`src/rtl/pulse_gen_pkg.sv`:
```
// rtl/pulse_gen_pkg.sv - shared types and helpers for the pulse generator
package pulse_gen_pkg;

    typedef enum logic [1:0] {
        IDLE = 2'd0,
        HIGH = 2'd1,
        LOW  = 2'd2
    } pulse_state_t;

    function automatic int cyc_max(input int a, input int b);
        return (a > b) ? a : b;
    endfunction

endpackage

```
`src/rtl/sat_counter_msdsl.sv`:
```
// rtl/sat_counter_msdsl.sv - saturating up/down counter with clear and overflow strobe
module sat_counter_msdsl #(
    parameter int W = 4
) (
    input  logic         clk,
    input  logic         rst,
    input  logic         clr,
    input  logic         inc,
    input  logic         dec,
    output logic [W-1:0] count,
    output logic         ovf_pulse
);

    localparam logic [W-1:0] CNT_MAX = '1;

    logic [W-1:0] count_d;
    logic [W-1:0] count_q;

    // Clear beats everything, so a cleared cycle never reports an overflow.
    always_comb begin
        count_d   = count_q;
        ovf_pulse = 1'b0;
        if (clr) begin
            count_d = '0;
        end else if (inc && !dec) begin
            if (count_q == CNT_MAX) begin
                ovf_pulse = 1'b1;
            end else begin
                count_d = count_q + W'(1);
            end
        end else if (dec && !inc && (count_q != '0)) begin
            count_d = count_q - W'(1);
        end
    end

    always_ff @(posedge clk or negedge rst) begin
        if (!rst) begin
            count_q <= '0;
        end else begin
            count_q <= count_d;
        end
    end

    assign count = count_q;

endmodule

```
`src/rtl/pulse_gen_msdsl.sv`:
```
// rtl/pulse_gen_msdsl.sv - request-to-pulse generator with min high/low times and a replay queue
module pulse_gen_msdsl
    import pulse_gen_pkg::*;
#(
    parameter logic active   = 1'b1,
    parameter int   HIGH_CYC = 4,
    parameter int   LOW_CYC  = 2,
    parameter int   CNT_W    = 4
) (
    input  logic             clk,
    input  logic             rst,
    input  logic             req,
    input  logic             flush,
    input  logic             ovf_clr,
    output logic             out,
    output logic             busy,
    output logic [CNT_W-1:0] pending,
    output logic             ovf
);

    localparam int            T_MAX    = cyc_max(HIGH_CYC, LOW_CYC);
    localparam int            TW       = $clog2(T_MAX + 1);
    localparam logic [TW-1:0] T_HIGH   = TW'(HIGH_CYC - 1);
    localparam logic [TW-1:0] T_LOW    = TW'(LOW_CYC - 1);
    localparam logic          IDLE_LVL = ~active;

    if (HIGH_CYC < 1 || LOW_CYC < 1) begin : g_param_check
        $error("pulse_gen_msdsl: HIGH_CYC and LOW_CYC must both be >= 1");
    end

    pulse_state_t    state_d, state_q;
    logic [TW-1:0]   timer_d, timer_q;
    logic            out_d, out_q;
    logic            busy_d, busy_q;
    logic            ovf_d, ovf_q;

    logic             pend_avail;
    logic             want;
    logic             start;
    logic             pend_inc;
    logic             pend_dec;
    logic             ovf_set;
    logic [CNT_W-1:0] pend_cnt;

    // A same-cycle flush hides the queue, so only a live req can start a pulse then.
    always_comb begin
        pend_avail = (pend_cnt != '0) && !flush;
        want       = req || pend_avail;
        start      = 1'b0;
        state_d    = state_q;
        timer_d    = timer_q;
        out_d      = out_q;

        case (state_q)
            IDLE: begin
                if (want) begin
                    start   = 1'b1;
                    state_d = HIGH;
                    timer_d = T_HIGH;
                    out_d   = active;
                end
            end
            HIGH: begin
                if (timer_q == '0) begin
                    state_d = LOW;
                    timer_d = T_LOW;
                    out_d   = IDLE_LVL;
                end else begin
                    timer_d = timer_q - TW'(1);
                end
            end
            LOW: begin
                if (timer_q == '0) begin
                    if (want) begin
                        start   = 1'b1;
                        state_d = HIGH;
                        timer_d = T_HIGH;
                        out_d   = active;
                    end else begin
                        state_d = IDLE;
                    end
                end else begin
                    timer_d = timer_q - TW'(1);
                end
            end
            default: begin
                state_d = IDLE;
                timer_d = '0;
                out_d   = IDLE_LVL;
            end
        endcase

        busy_d   = (state_d != IDLE);
        pend_inc = req && !start;
        pend_dec = start && !req;

        ovf_d = ovf_q;
        if (ovf_clr) begin
            ovf_d = 1'b0;
        end
        if (ovf_set) begin
            ovf_d = 1'b1;
        end
    end

    always_ff @(posedge clk or negedge rst) begin
        if (!rst) begin
            state_q <= IDLE;
            timer_q <= '0;
            out_q   <= IDLE_LVL;
            busy_q  <= 1'b0;
            ovf_q   <= 1'b0;
        end else begin
            state_q <= state_d;
            timer_q <= timer_d;
            out_q   <= out_d;
            busy_q  <= busy_d;
            ovf_q   <= ovf_d;
        end
    end

    sat_counter_msdsl #(
        .W(CNT_W)
    ) u_pending (
        .clk       (clk),
        .rst       (rst),
        .clr       (flush),
        .inc       (pend_inc),
        .dec       (pend_dec),
        .count     (pend_cnt),
        .ovf_pulse (ovf_set)
    );

    assign out     = out_q;
    assign busy    = busy_q;
    assign pending = pend_cnt;
    assign ovf     = ovf_q;

endmodule
```
`config.mk`:
```
export PLATFORM = sky130hd
export DESIGN_NAME = pulse_gen_msdsl
export DESIGN_NICKNAME = d
export VERILOG_FILES = /design/src/rtl/pulse_gen_pkg.sv /design/src/rtl/sat_counter_msdsl.sv /design/src/rtl/pulse_gen_msdsl.sv
export SDC_FILE = /design/constraint.sdc
export NUM_CORES = 1
export LEC_CHECK = 0
export BUFFER_PORTS_ARGS = -buffer_cell sky130_fd_sc_hd__buf_2
export CAP_MARGIN = 20
export CORE_MARGIN = 2
export CORE_UTILIZATION = 41
export CTS_CLUSTER_SIZE = 14
export DETAILED_ROUTE_END_ITERATION = 7
export PLACE_DENSITY_LB_ADDON = 0.3
export SKIP_CTS_REPAIR_TIMING = 1
export SLEW_MARGIN = 10
export SYNTH_ARGS = -nofsm -noshare
export SYNTH_HDL_FRONTEND = slang
export SYNTH_SLANG_ARGS = --single-unit
```
`constraint.sdc`:
```
create_clock -name clk -period 2.17 [get_ports clk]
set_input_delay 0.651 -clock clk [delete_from_list [all_inputs] [get_ports clk]]
set_output_delay 0.651 -clock clk [all_outputs]
set_load 0.01 [all_outputs]
```
=== Yosys cells after proc, flatten, opt, wreduce, memory -nomap -nowiden ===
Cells that the tools add are included.

* Word-level logic and storage cells: 60
* Register bits: 12
* Output and inout bits: 7
* Bits of input ports: 5

* Muxes and demuxes: 25
* Reductions and logical operators: 20
* Add/sub/neg operators: 3
* Equal/unequal tests: 6

{| class="wikitable"
|+ Operators by type and width
! cell !! count
|-
| 4-bit 2-to-1 mux || 4
|-
| 1-bit 2-to-1 mux || 11
|-
| 3-bit 2-to-1 mux || 3
|-
| 3-bit one-hot mux with 3 select lines || 1
|-
| 1-bit logical AND || 6
|-
| 2-bit 2-to-1 mux || 3
|-
| 2-bit one-hot mux with 3 select lines || 1
|-
| 1-bit zero test || 5
|-
| 4-bit by 1-bit adder with 4-bit output (second input constant) || 1
|-
| 4-bit == test (second input constant) || 1
|-
| 2-bit inequality test (second input constant) || 2
|-
| 2-bit AND reduction || 2
|-
| 2-bit nonzero test || 2
|-
| 4-bit nonzero test || 1
|-
| 4-bit by 1-bit subtractor with 4-bit output (second input constant) || 1
|-
| 3-bit zero test || 1
|-
| 3-bit inequality test (second input constant) || 1
|-
| 1-bit one-hot mux with 3 select lines || 1
|-
| 3-bit nonzero test || 1
|-
| 3-bit by 1-bit subtractor with 3-bit output (second input constant) || 1
|-
| 2-bit by 1-bit == test with 1-bit output (second input constant) || 1
|-
| 2-bit == test (second input constant) || 1
|-
| 2-bit zero test || 1
|-
| 1-bit one-hot mux with 2 select lines || 1
|-
| 1-bit logical OR || 1
|}

=== Depth between registers and ports, before layout ===
* Depth after elaboration: 14
* Mapped depth: 10
* Mapped depth without buffers: 10

=== Hierarchy ===
A second synthesis with hierarchy kept.

* Cell total of the unflattened synthesis: 85
* Area total of the unflattened synthesis: 838.3 µm²

{| class="wikitable"
|+ Modules (own cells, without submodules)
! module !! times used !! cells an instance !! sequential area each (µm²) !! area each (µm²)
|-
| pulse_gen_msdsl || 1 || 50 || 200.2 || 493.0
|-
| sat_counter_msdsl || 1 || 35 || 100.1 || 345.3
|}

=== Worst setup path before layout ===
OpenSTA, ideal clock, no wires.

* Kind: reg-to-reg
* From: register timer_q[0]
* To: register u_pending.count_q[3], in the netlist u_pending.count[3]
* Library setup time: 0.069 ns
* Path slack: -0.164 ns
* Path buffers: 0
* Arrival: 2.265 ns
* Cell stages (with the launch flop): 11
* Required time: 2.101 ns
* Clock period less this slack: 2.334 ns
* Path through: dfrtp_1 -> inv_1 -> ha_1 -> nor2b_4 -> a2bb2oi_4 -> ha_1 -> o21ai_0 -> nand2b_1 -> mux2_4 -> a2111o_1 -> nand3_1

* Cells in the longest elaborated chain, start to end: 10
* Elaborated cells between the ends (all ways): 16
* Those cells by class: eq/ne: 1; mux: 4; reduce/logical: 11

{| class="wikitable"
|+ Ends and longest elaborated chain
! what !! line !! source
|-
| start: declaration || pulse_gen_msdsl.sv:32 || <nowiki>logic [TW-1:0] timer_d, timer_q;</nowiki>
|-
| start signal: assignment || pulse_gen_msdsl.sv:115 || <nowiki>timer_q <= timer_d;</nowiki>
|-
| 3-bit zero test (*) || pulse_gen_msdsl.sv:73 || <nowiki>if (timer_q == '0) begin</nowiki>
|-
| 1-bit 2-to-1 mux (*) || pulse_gen_msdsl.sv:73 ||
|-
| 1-bit one-hot mux with 2 select lines (*) || pulse_gen_msdsl.sv:54 || <nowiki>case (state_q)</nowiki>
|-
| 1-bit zero test || pulse_gen_msdsl.sv:94 || <nowiki>pend_inc = req && !start;</nowiki>
|-
| 1-bit logical AND || pulse_gen_msdsl.sv:94 ||
|-
| 1-bit zero test || sat_counter_msdsl.sv:31 || <nowiki>end else if (dec && !inc && (count_q != '0)) begin</nowiki>
|-
| 1-bit logical AND (2 in series) || sat_counter_msdsl.sv:31 ||
|-
| 3-bit nonzero test (no source line) || n/a ||
|-
| 2-bit AND reduction (no source line) || n/a ||
|-
| end signal: assignment || sat_counter_msdsl.sv:40 || <nowiki>count_q <= count_d;</nowiki>
|-
| end: declaration || sat_counter_msdsl.sv:17 || <nowiki>logic [W-1:0] count_q;</nowiki>
|}

Mark *: on every way between the ends. The rest lies on a longest branch, timed or not.
A chain may end at the register's enable or synchronous reset.

=== Worst setup path in the final report ===
* From: register timer_q[1]
* To: register u_pending.count_q[1], in the netlist u_pending.count[1]

The elaborated chain is that of the path after synthesis.

==> run summary <==
Vias in the first global route: 637
Proportion of layout cells with a drive suffix above 1: 0.3301
Data arrival, critical path: 2.23 ns
Io pins: 12
PD cells: 1425 mW/mm^2
DRT Wirelength: 1594 um
Clock Latency Late Sink: 0.27 ns
Critical Path Sink: u_pending.count[1]
Final hold violations: 0
Core Util, Final: 0.5589
Wirelength per Cell: 12.45 um
Switching share of power: 0.4137
CP max FO: 5
Max incr delay on CP: 0.41 ns
Fmax: 484.3 MHz
RSZ-0062 raised after global routing: true
Crit path time final: 2.065 ns
Starting Density: 0.4454
Sw Pwr: 0.5812 mW
CTS buffer count: 3
Final instance area: 985.9 sq um
Sequential fraction of the synthesis area: 0.3822
Worst setup path start: timer_q[1]
Power share of the combinational group: 0.599
Synth warn: 0
Async set-or-reset flop fraction in the synthesized netlist: 1.000
Worst Reg2Reg Path Length in Cells: 9
EDFF count, synth: 0
Clk network pwr share: 0.098
Via Count: 676
Slew @ Worst Pin: 0.5457 ns
Gr ovfl total: 0
Number of antenna violations at the first check in global routing: 0
Pin count of the biggest net entering global routing: 13
RR Endpoint: u_pending.count[1]
Bufs and invs on worst path: 2
Sequential share of power: 0.303
Leakage Power: 0.4527 nW
Synth cell types: 35
Syn Area/Cell: 9.701 sq um
Ant. Diodes: 0
Clock skew: 0.003479 ns
CP cell instances: inv_2, ha_4, nor2b_4, a2bb2oi_4, buf_4, xor2_1, ha_1, nor2b_1, mux2_1
Clk pin slew, worst setup/hold paths: 0.07 ns
Slew margin rel.: 0.6354
Commonest non-fill, non-tap cell in the layout: dfrtp_1
Die width: 47.78 um
Worst Hold Class: primary input to asynchronous set/reset pin
Final #Nets: 115
Row count: 15
Internal cell power: 0.8237 mW
Mapped Cells: 81
Stages on worst setup path: 9
Syn_nets: 91
Max-slew violations: 0
Antenna Nets Post-Route: 0
R2r startpoint: timer_q[1]
CP Capture Type: register
Post-synthesis instance area: 785.8 sq um
Die area: 0.002282 sq mm
CTS tree: built
Starting DRT DRC Count: 4
DR pass1 iterations: 3
Vias per inst: 5.281
Status: finished clean
Fillers: 180
H-Tree Depth: 1
Die H: 47.78 um
Synth Flop Type: dfrtp_1
Crit share post-route: 0.9516
Dpl cell area: 937.1 sq um
Commonest cells after routing, fill and taps aside: dfrtp_1, buf_2, buf_4
Worst-case clock buffer depth: 2
R2R Setup Slk: 0.10 ns
Clk sinks: 12
Worst ir drop on vdd: 0.0005964 V
Final setup viols: 0
Count of buffers from port buffering: 11
Post-route DRC: 0
Final GP Congestion: 0.7785
Core area: 0.001764 sq mm
Cell family with most CP delay: flip-flops
Setup crit start kind: register
Layout overhead on the synthesized area: 25.48%
First-pass GRT wire length: 2587 um
Maxcap violations: 0
Root Driver: clkbuf_4
Setup CP Type: register to register
DPL Wire Length: 1219 um
Req. time, crit path: 2.33 ns
GRT Total Usage: 0.1655
Flops & latches, synth: 12
CP max-delay cell: dfrtp_1
[cell families after synthesis]
group / after synthesis / share of synthesized area
fa+ha+maj: 5 / 0.07962
mux: 5 / 0.07324
buf+inv: 6 / 0.03025
simple gates: 27 / 0.1895
xor+xnor: 2 / 0.02230
flops: 12 / 0.3822
compound gates: 24 / 0.2230
[state kept, by name, indices dropped and copies added, names as in the netlist]
register / count
timer_q: 3
out: 1
state_q: 2
busy: 1
ovf: 1
u_pending.count: 4
[cell type report]
type,count,area (sq um),area share
Multi-Input combinational cell,63,490.5,0.4975
Sequential cell,12,300.3,0.3046
Timing Repair Buffer,20,122.6,0.1244
Tap cell,25,31.28,0.03173
Clock buffer,3,22.52,0.02284
Inverter,5,18.77,0.01904
[cells in the mapped netlist (all sizes together) (2+ instances only)]
master / count / area share
inv: 5 / 0.024
mux2: 3 / 0.048
o21ai: 6 / 0.038
nor2b: 3 / 0.033
a21oi: 6 / 0.038
nor2: 7 / 0.033
nand4: 2 / 0.016
o22ai: 2 / 0.016
nand2b: 3 / 0.027
dfrtp: 12 / 0.38
nand3: 2 / 0.013
ha: 5 / 0.080
nand2: 6 / 0.032
mux2i: 2 / 0.025
a2bb2oi: 2 / 0.045
[through the flow]
step	TNS, ns	power, mW	std cells	hold slack [ns]	setup slack, ns
floorplan	0	0.9911	81	0.3554	0.01079
detailed placement	-0.01611	1.224	122	0.5246	-0.01611
finish	0	1.405	128	0.2429	0.1050
global placement	0	1.193	122	0.5113	0.01660
CTS	0	1.367	125	0.2534	0.03209
global route	-0.01866	1.537	128	0.2620	-0.01724
[power by group through the flow]
stage | sequential [mW] | clock, mW | combinational [mW]
finish | 0.426 | 0.138 | 0.842
global route | 0.442 | 0.154 | 0.941
CTS | 0.423 | 0.145 | 0.800
detailed placement | 0.427 | 0 | 0.797
global placement | 0.427 | 0 | 0.766
floorplan | 0.432 | 0 | 0.559
[per-layer routing]
layer	part of all wire	global-route usage
met3	0.028	0.02264
met5	0	0
met4	0.023	0.09730
met2	0.45	0.2480
met1	0.50	0.2258
[worst min-delay path by stage]
stage	endpoint	cells past startpoint	slack (ns)	from
after floorplan	busy	0	0.36	rst
after global placement	ovf	2	0.51	ovf
after detailed placement	ovf	2	0.52	ovf
after CTS	timer_q[2]	1	0.25	rst
after global routing	timer_q[0]	1	0.26	rst
final	u_pending.count[0]	1	0.24	rst
No activity file was read; power rests on OpenSTA's default activity.
